[config.mk]
export PLATFORM = sky130hd
export DESIGN_NAME = fmr_lane_driver
export DESIGN_NICKNAME = d
export VERILOG_FILES = /design/src/rtl/fmr_lane_driver.sv
export SDC_FILE = /design/constraint.sdc
export NUM_CORES = 1
export LEC_CHECK = 0
export CAP_MARGIN = 10
export CORE_ASPECT_RATIO = 0.5
export CORE_MARGIN = 4
export CORE_UTILIZATION = 50
export DETAILED_ROUTE_END_ITERATION = 8
export PLACE_DENSITY_LB_ADDON = 0.3
export SLEW_MARGIN = 25
export SYNTH_ARGS = -nofsm -noshare
export SYNTH_HDL_FRONTEND = slang
export SYNTH_SLANG_ARGS = --single-unit
[constraint.sdc]
create_clock -name clk -period 2.7 [get_ports clk]
set_input_delay 0.54 -clock clk [delete_from_list [all_inputs] [get_ports clk]]
set_output_delay 0.54 -clock clk [all_outputs]
set_load 0.05 [all_outputs]
[src/rtl/fmr_lane_driver.sv]
// Replicates one data bit onto the five 5MR voter lanes, with per-lane fault injection and a self-timed 32-pattern sweep.
// One-cycle registered latency; d_ready only drops while a sweep owns the lanes, and the voter never stalls us.
module fmr_lane_driver #(
  parameter int HOLD_CYCLES = 30,
  parameter int CNT_W       = 16
) (
  input  logic             clk,
  input  logic             rst,
  input  logic             d_in,
  input  logic             d_valid,
  output logic             d_ready,
  input  logic [4:0]       inj_mask,
  input  logic [1:0]       inj_type,
  input  logic             mode_sweep,
  input  logic             start,
  output logic [4:0]       x_out,
  output logic             x_valid,
  output logic             sweep_busy,
  output logic             sweep_done,
  output logic [CNT_W-1:0] words_sent
);

  localparam int HW = (HOLD_CYCLES > 1) ? $clog2(HOLD_CYCLES) : 1;
  localparam logic [HW-1:0] HOLD_MAX = HW'(HOLD_CYCLES - 1);

  typedef enum logic [1:0] {IDLE, SWEEP, DONE} state_t;

  state_t           state, state_nxt;
  logic [4:0]       pattern, pattern_nxt;
  logic [HW-1:0]    hold, hold_nxt;
  logic [4:0]       x_nxt;
  logic             xv_nxt, busy_nxt, done_nxt;
  logic [CNT_W-1:0] ws_nxt;
  logic             go, xfer;

  function automatic logic [4:0] inject(input logic d, input logic [4:0] m, input logic [1:0] t);
    logic [4:0] r;
    r = {5{d}};
    for (int i = 0; i < 5; i++) begin
      if (m[i]) begin
        case (t)
          2'b01:   r[i] = !d;
          2'b10:   r[i] = 1'b0;
          2'b11:   r[i] = 1'b1;
          default: r[i] = d;
        endcase
      end
    end
    return r;
  endfunction

  assign d_ready = !sweep_busy && !rst;
  // A sweep launch takes priority over a coincident data beat.
  assign go      = (state == IDLE) && start && mode_sweep;
  assign xfer    = d_valid && d_ready && !go && (state != SWEEP);

  always_comb begin
    state_nxt   = state;
    pattern_nxt = pattern;
    hold_nxt    = hold;
    x_nxt       = x_out;
    xv_nxt      = 1'b0;
    busy_nxt    = sweep_busy;
    done_nxt    = 1'b0;
    ws_nxt      = words_sent;

    if (xfer) begin
      x_nxt  = inject(d_in, inj_mask, inj_type);
      xv_nxt = 1'b1;
      if (words_sent != {CNT_W{1'b1}}) ws_nxt = words_sent + CNT_W'(1);
    end

    case (state)
      IDLE: begin
        if (go) begin
          state_nxt   = SWEEP;
          pattern_nxt = 5'd0;
          hold_nxt    = '0;
          x_nxt       = 5'd0;
          xv_nxt      = 1'b1;
          busy_nxt    = 1'b1;
        end
      end
      SWEEP: begin
        xv_nxt = 1'b1;
        if (hold == HOLD_MAX) begin
          hold_nxt = '0;
          if (pattern == 5'd31) begin
            state_nxt = DONE;
            busy_nxt  = 1'b0;
            done_nxt  = 1'b1;
            xv_nxt    = 1'b0;
          end else begin
            pattern_nxt = pattern + 5'd1;
            x_nxt       = pattern + 5'd1;
          end
        end else begin
          hold_nxt = hold + HW'(1);
        end
      end
      DONE:    state_nxt = IDLE;
      default: state_nxt = IDLE;
    endcase
  end

  always_ff @(posedge clk or posedge rst) begin
    if (rst) begin
      state      <= IDLE;
      pattern    <= 5'd0;
      hold       <= '0;
      x_out      <= 5'd0;
      x_valid    <= 1'b0;
      sweep_busy <= 1'b0;
      sweep_done <= 1'b0;
      words_sent <= '0;
    end else begin
      state      <= state_nxt;
      pattern    <= pattern_nxt;
      hold       <= hold_nxt;
      x_out      <= x_nxt;
      x_valid    <= xv_nxt;
      sweep_busy <= busy_nxt;
      sweep_done <= done_nxt;
      words_sent <= ws_nxt;
    end
  end

endmodule

==> results.sh, run 1 <==
export IMPL_status="complete, no violations"
export IMPL_cts_tree="done"
export IMPL_p_sw_mw=0.207
export IMPL_slew_viol_final=0
export IMPL_multi_input_area_sq_um=965
export IMPL_syn_area_per_cell_sq_um=10.5
export IMPL_insertedDiodeCount=0
export IMPL_dr_pass1_iters=4
export IMPL_grtUsageTotal_pct=18.5
export IMPL_ir_drop_mv=0.194
export IMPL_dp_cells=269
export IMPL_vias_per_cell=5.66
export IMPL_slew_headroom_pct=32.6
export IMPL_p_comb_share_pct=3.9
export IMPL_slowest_delay_ns=0.87
export IMPL_hpwl_um=2930
export IMPL_ys_ff_latch=36
export IMPL_fp_coreArea_sq_um=3580
export IMPL_path_cells="clkdlybuf4s50_1"
export IMPL_holdPathStages=1
export IMPL_worstHoldStart="words_sent[14]"
export IMPL_post_cts_resized=0
export IMPL_antenna_found_initial=0
export IMPL_clk_path_buf_depth=2
export IMPL_post_synth_inst_count=184
export IMPL_synth_edf_count=0
export IMPL_grt_pass1_vias=1523
export IMPL_critPathCaptureType="output pin"
export IMPL_min_path_type="flop to flop"
export IMPL_reg2reg_depth=5
export IMPL_fin_ws_ns=0.549
export IMPL_p_total_mw=1.04
export IMPL_layout_nets=243
export IMPL_critPathMaxFanout=5
export IMPL_tns_ns=0
export IMPL_initial_core_util_pct=54.1
export IMPL_clock_skew_ns=0.00483
export IMPL_cp_data_arrival_time_ns=1.61
export IMPL_clk_latency_ns=0.29
export IMPL_regToRegStartpoint="words_sent[1]"
export IMPL_clockPowerShare_pct=44.3
export IMPL_ys_warn_count=0
export IMPL_worst_path_stages=1
export IMPL_worst_pin_slew_ns=1.01
export IMPL_io_buffers=37
export IMPL_grt_ovfl_total=0
export IMPL_final_hold_viol_count=0
export IMPL_power_leakage_nw=1.13
export IMPL_power_density_nw_per_um2=423
export IMPL_rsz0062_at_grt="false"
export IMPL_ant_nets=0
export IMPL_place_ws_ns=0.322
export IMPL_clk_pin_slew_ns=0.07
export IMPL_min_to="words_sent[14]"
export IMPL_fill_cells=280
export IMPL_drc_errors=0
export IMPL_routabilityCongestion=0.796
export IMPL_syn_to_final_growth_pct=27.0
export IMPL_worstPathRequired_ns=2.16
export IMPL_yosysUniqueCellTypes=45
export IMPL_vias=1568
export IMPL_setup_viol=0
export IMPL_seqCellArea_sq_um=901
export IMPL_sw_frac_of_total_pct=19.9
export IMPL_die_area_sq_um=5000
export IMPL_drt_wl_total_um=3970
export IMPL_finalCoreUtilization_pct=68.7
export IMPL_crit_family="buffers and inverters"
export IMPL_intPower_mw=0.834
export IMPL_path_class="flop to output pin"
export IMPL_die_x_um=96.0
export IMPL_cts_root_buf="clkbuf_8"
export IMPL_post_route_period_util_pct=79.7
export IMPL_h_tree_depth=2
export IMPL_period_needed_ns=2.15
export IMPL_ys_flop_type="dfrtp_1"
export IMPL_die_y_um=52.0
export IMPL_instances_no_fill=277
export IMPL_cp_buffers_inverters=1
export IMPL_async_reset_ff_share_pct=100
export IMPL_grt_max_degree=21
export IMPL_r2r_end="words_sent[1]"
export IMPL_routedWlPerCell_um=14.3
export IMPL_drtIter0Drc=88
export IMPL_cts_hold_buf=0
export IMPL_grt_pass1_wl_um=7000
export IMPL_syn_nets=202
export IMPL_fp_row_count=15
export IMPL_cts_sinks=36
export IMPL_cp_start_kind="flop"
export IMPL_drive_above_1_share_pct=10.2
export IMPL_post_cts_buffers=0
export IMPL_drv_cap=0
export IMPL_seq_area_frac_synth_pct=46.5
export IMPL_cts_buffers=5
export IMPL_slowest_stage="clkdlybuf4s50_1"
export IMPL_ios=38
export IMPL_pwr_share_seq_pct=51.8
export IMPL_syn_cell_area_sq_um=1940
export IMPL_r2r_setup_slack_ns=0.65
export IMPL_max_freq_mhz=465
cells by family (layout without fill, tap and decap cells):
| logic type | after synthesis | after routing | synth area share [%] |
|---|---|---|---|
| flops | 36 | 36 | 46.5 |
| xor+xnor | 17 | 17 | 7.68 |
| fa+ha+maj | 5 | 5 | 3.23 |
| simple gates | 63 | 63 | 21.5 |
| compound gates | 48 | 48 | 16.6 |
| buf+inv | 14 | 56 | 3.74 |
| mux | 1 | 1 | 0.774 |
layer usage:
metal,GRT usage [%],up-vias,part of all wire [%]
met5,0,-,0
met4,7.08,0,1.4
met3,6.50,6,4.5
met2,31.2,30,49
met1,21.7,773,45
li1,-,759,-
cell type report:
type                    count  share of cell area [%]
flip-flops and latches     36                    36.6
clock inverters             2                    1.42
clock buffers               6                    2.95
inverters                   7                    1.07
well taps                  51                    2.59
multi-input cells         134                    39.2
repair buffers             41                    16.2
sequential cells by signal (all words and copies together) (netlist names):
signal and count:
words_sent 16, hold 5, pattern 5, x_out 5, state 2, sweep_busy 1, sweep_done 1, x_valid 1
cells in the final DEF, fill, tap and decap left out, types with 2 or more instances in the layout:
cell type        instances
dfrtp_1                 36
clkdlybuf4s50_1         36
nand2_1                 17
xor2_1                  14
a21oi_1                 10
o21ai_0                  9
a211oi_1                 9
inv_1                    7
and3_1                   5
nand4_1                  5
nand3_1                  5
nor2_1                   5
ha_1                     5
clkbuf_8                 5
buf_4                    5
a21o_1                   4
and4_1                   3
or2_2                    3
nor3_1                   3
a31oi_1                  3
nor4_1                   3
xnor2_1                  3
nor2b_1                  2
nand2b_1                 2
o22ai_1                  2
nor4b_4                  2
a211o_1                  2
a311o_1                  2
synthesized netlist by cell type, types with 3 or more instances:
master,count,area (sq um)
and3_1,5,31.3
or2_2,3,18.8
xor2_1,14,123
a21oi_1,10,50.1
nor3_1,3,15.0
o21ai_0,9,45.0
and4_1,3,26.3
a21o_1,4,30.0
xnor2_1,3,26.3
nand3_1,5,25.0
a211oi_1,9,67.6
nor4_1,3,18.8
nand2_1,17,63.8
dfrtp_1,36,901
clkbuf_1,3,11.3
nand4_1,5,31.3
a31oi_1,3,18.8
nor2_1,5,18.8
inv_1,7,26.3
ha_1,5,62.6
how the worst max path moves through the flow:
stage / startpoint / slack, ns / endpoint
after global routing: words_sent[2] / 0.50 / words_sent[2]
after global placement: rst / 0.42 / words_sent[6]
after floorplan: words_sent[0] / 0.64 / words_sent[1]
after CTS: words_sent[2] / 0.53 / words_sent[2]
final: words_sent[2] / 0.55 / words_sent[2]
after detailed placement: rst / 0.32 / words_sent[6]
through the flow:
step | hold WS, ns | area, sq um
final | 0.485 | 2460
after global routing | 0.504 | 2460
after CTS | 0.492 | 2460
after detailed placement | 0.483 | 2350
after global placement | 0.481 | 2350
after floorplan | 0.465 | 1940
power groups by stage:
stage	logic [mW]	clock network (mW)	registers, mW
6_report	0.0407	0.461	0.539
5_1_grt	0.0464	0.517	0.539
4_1_cts	0.0417	0.478	0.539
3_3_place_gp	0.0409	0	0.549
3_5_place_dp	0.0416	0	0.549
2_1_floorplan	0.0142	0	0.549
(Power assumes the default switching activity.)
==> run 2: changes to the inputs <==
Clock period 2.7 ns to 2.1 ns, I/O delays scaled along.
==> run 2 against run 1 <==
Net effect: cell count grew 2.9%; sequential share of layout area down 0.87 points; via count decreased by 0.45%; die area did not move; sequential power is 29% higher; global-route usage shrank 0.30 points; critical endpoint unchanged; largest power group unchanged.
==> results.sh, run 2 (synthesis results as in run 1) <==
export IMPL_antenna_found_initial=0
export IMPL_worstPathRequired_ns=1.68
export IMPL_cp_buffers_inverters=1
export IMPL_cts_tree="done"
export IMPL_ios=38
export IMPL_critPathCaptureType="output pin"
export IMPL_post_cts_resized=0
export IMPL_routedWlPerCell_um=13.9
export IMPL_rsz0062_at_grt="false"
export IMPL_insertedDiodeCount=0
export IMPL_sw_frac_of_total_pct=21.4
export IMPL_reg2reg_depth=5
export IMPL_ir_drop_mv=0.276
export IMPL_grt_max_degree=21
export IMPL_vias=1561
export IMPL_period_needed_ns=2.00
export IMPL_hpwl_um=3090
export IMPL_fill_cells=268
export IMPL_worst_path_stages=1
export IMPL_cts_hold_buf=0
export IMPL_path_cells="clkdlybuf4s50_1"
export IMPL_post_route_period_util_pct=95.3
export IMPL_grt_pass1_wl_um=6930
export IMPL_grt_ovfl_total=0
export IMPL_die_area_sq_um=5000
export IMPL_final_hold_viol_count=0
export IMPL_post_cts_buffers=0
export IMPL_slew_viol_final=0
export IMPL_drive_above_1_share_pct=14.1
export IMPL_die_y_um=52.0
export IMPL_crit_family="buffers and inverters"
export IMPL_slew_headroom_pct=60.7
export IMPL_min_path_type="flop to flop"
export IMPL_vias_per_cell=5.48
export IMPL_die_x_um=96.0
export IMPL_pwr_share_seq_pct=55.3
export IMPL_holdPathStages=1
export IMPL_place_ws_ns=0.0178
export IMPL_setup_viol=0
export IMPL_cp_data_arrival_time_ns=1.58
export IMPL_intPower_mw=0.984
export IMPL_h_tree_depth=2
export IMPL_syn_to_final_growth_pct=30.1
export IMPL_cts_buffers=5
export IMPL_layout_nets=251
export IMPL_dr_pass1_iters=4
export IMPL_grtUsageTotal_pct=18.2
export IMPL_clk_latency_ns=0.29
export IMPL_io_buffers=37
export IMPL_cp_start_kind="flop"
export IMPL_fp_row_count=15
export IMPL_largest_reg_flops=16
export IMPL_drt_wl_total_um=3960
export IMPL_critPathMaxFanout=5
export IMPL_status="complete, no violations"
export IMPL_clockPowerShare_pct=40.2
export IMPL_cts_root_buf="clkbuf_8"
export IMPL_fin_ws_ns=0.0997
export IMPL_max_freq_mhz=500
export IMPL_worst_pin_slew_ns=0.588
export IMPL_ant_nets=0
export IMPL_slowest_delay_ns=0.84
export IMPL_cts_sinks=36
export IMPL_path_class="flop to output pin"
export IMPL_slowest_stage="clkdlybuf4s50_1"
export IMPL_fp_coreArea_sq_um=3580
export IMPL_routabilityCongestion=0.871
export IMPL_grt_pass1_vias=1520
export IMPL_drtIter0Drc=59
export IMPL_p_sw_mw=0.268
export IMPL_p_comb_share_pct=4.4
export IMPL_tns_ns=0
export IMPL_regMostFlops="words_sent"
export IMPL_drc_errors=0
export IMPL_power_leakage_nw=1.17
export IMPL_power_density_nw_per_um2=497
export IMPL_drv_cap=0
export IMPL_p_total_mw=1.25
export IMPL_clock_skew_ns=0.00590
export IMPL_initial_core_util_pct=54.1
export IMPL_clk_path_buf_depth=2
export IMPL_mostFrequentLayoutCells="dfrtp_1, clkdlybuf4s50_1, nand2_1, xor2_1, buf_4"
export IMPL_clk_pin_slew_ns=0.07
run 2: changes by cell type in the layout (fill, tap and decap cells not counted), sizes merged:
cell    before  now
buf          5   13
bufinv       1    0
clkinv       1    2
run 2: layout make-up:
type / instances / area (sq um) / share of cell area, %
multi-input combinational: 134 / 967 / 38.4
clock buffer: 6 / 82.6 / 3.28
tap: 51 / 63.8 / 2.53
sequential: 36 / 901 / 35.7
timing repair buffer: 49 / 470 / 18.7
inverter: 7 / 26.3 / 1.04
clock inverter: 2 / 10.0 / 0.397
run 2: worst paths after layout:
kind	start	to	slack (ns)
max in group asynchronous	rst	pattern[0]	1.30
max	words_sent[2]	words_sent[2]	0.1
max reg2reg	pattern[0]	x_out[0]	0.13
min	words_sent[15]	words_sent[15]	0.50
min reg2reg	words_sent[15]	words_sent[15]	0.50
min in group asynchronous	rst	words_sent[11]	0.57
run 2: through the flow:
stage | cells | hold WS (ns) | area, sq um | util (%)
final | 285 | 0.501 | 2520 | 70.3
after global routing | 285 | 0.526 | 2520 | 70.3
after CTS | 285 | 0.504 | 2520 | 70.3
after global placement | 277 | 0.483 | 2430 | 67.7
after floorplan | 184 | 0.465 | 1940 | -
after detailed placement | 277 | 0.486 | 2430 | 67.7
run 2: per-layer routing:
| layer | vias to the layer above | routed length (um) | track usage (%) |
|---|---|---|---|
| met5 | - | 0 | 0 |
| met4 | 0 | 25 | 5.66 |
| met3 | 3 | 140 | 5.20 |
| met2 | 21 | 1990 | 30.9 |
| met1 | 763 | 1810 | 22.5 |
| li1 | 774 | - | - |
run 2: power groups by stage:
| stage | clock [mW] | combinational [mW] | sequential (mW) |
|---|---|---|---|
| 2_1_floorplan | 0 | 0.0183 | 0.706 |
| 3_3_place_gp | 0 | 0.0556 | 0.706 |
| 3_5_place_dp | 0 | 0.0565 | 0.706 |
| 4_1_cts | 0.519 | 0.0568 | 0.693 |
| 5_1_grt | 0.558 | 0.0625 | 0.692 |
| 6_report | 0.504 | 0.0556 | 0.693 |
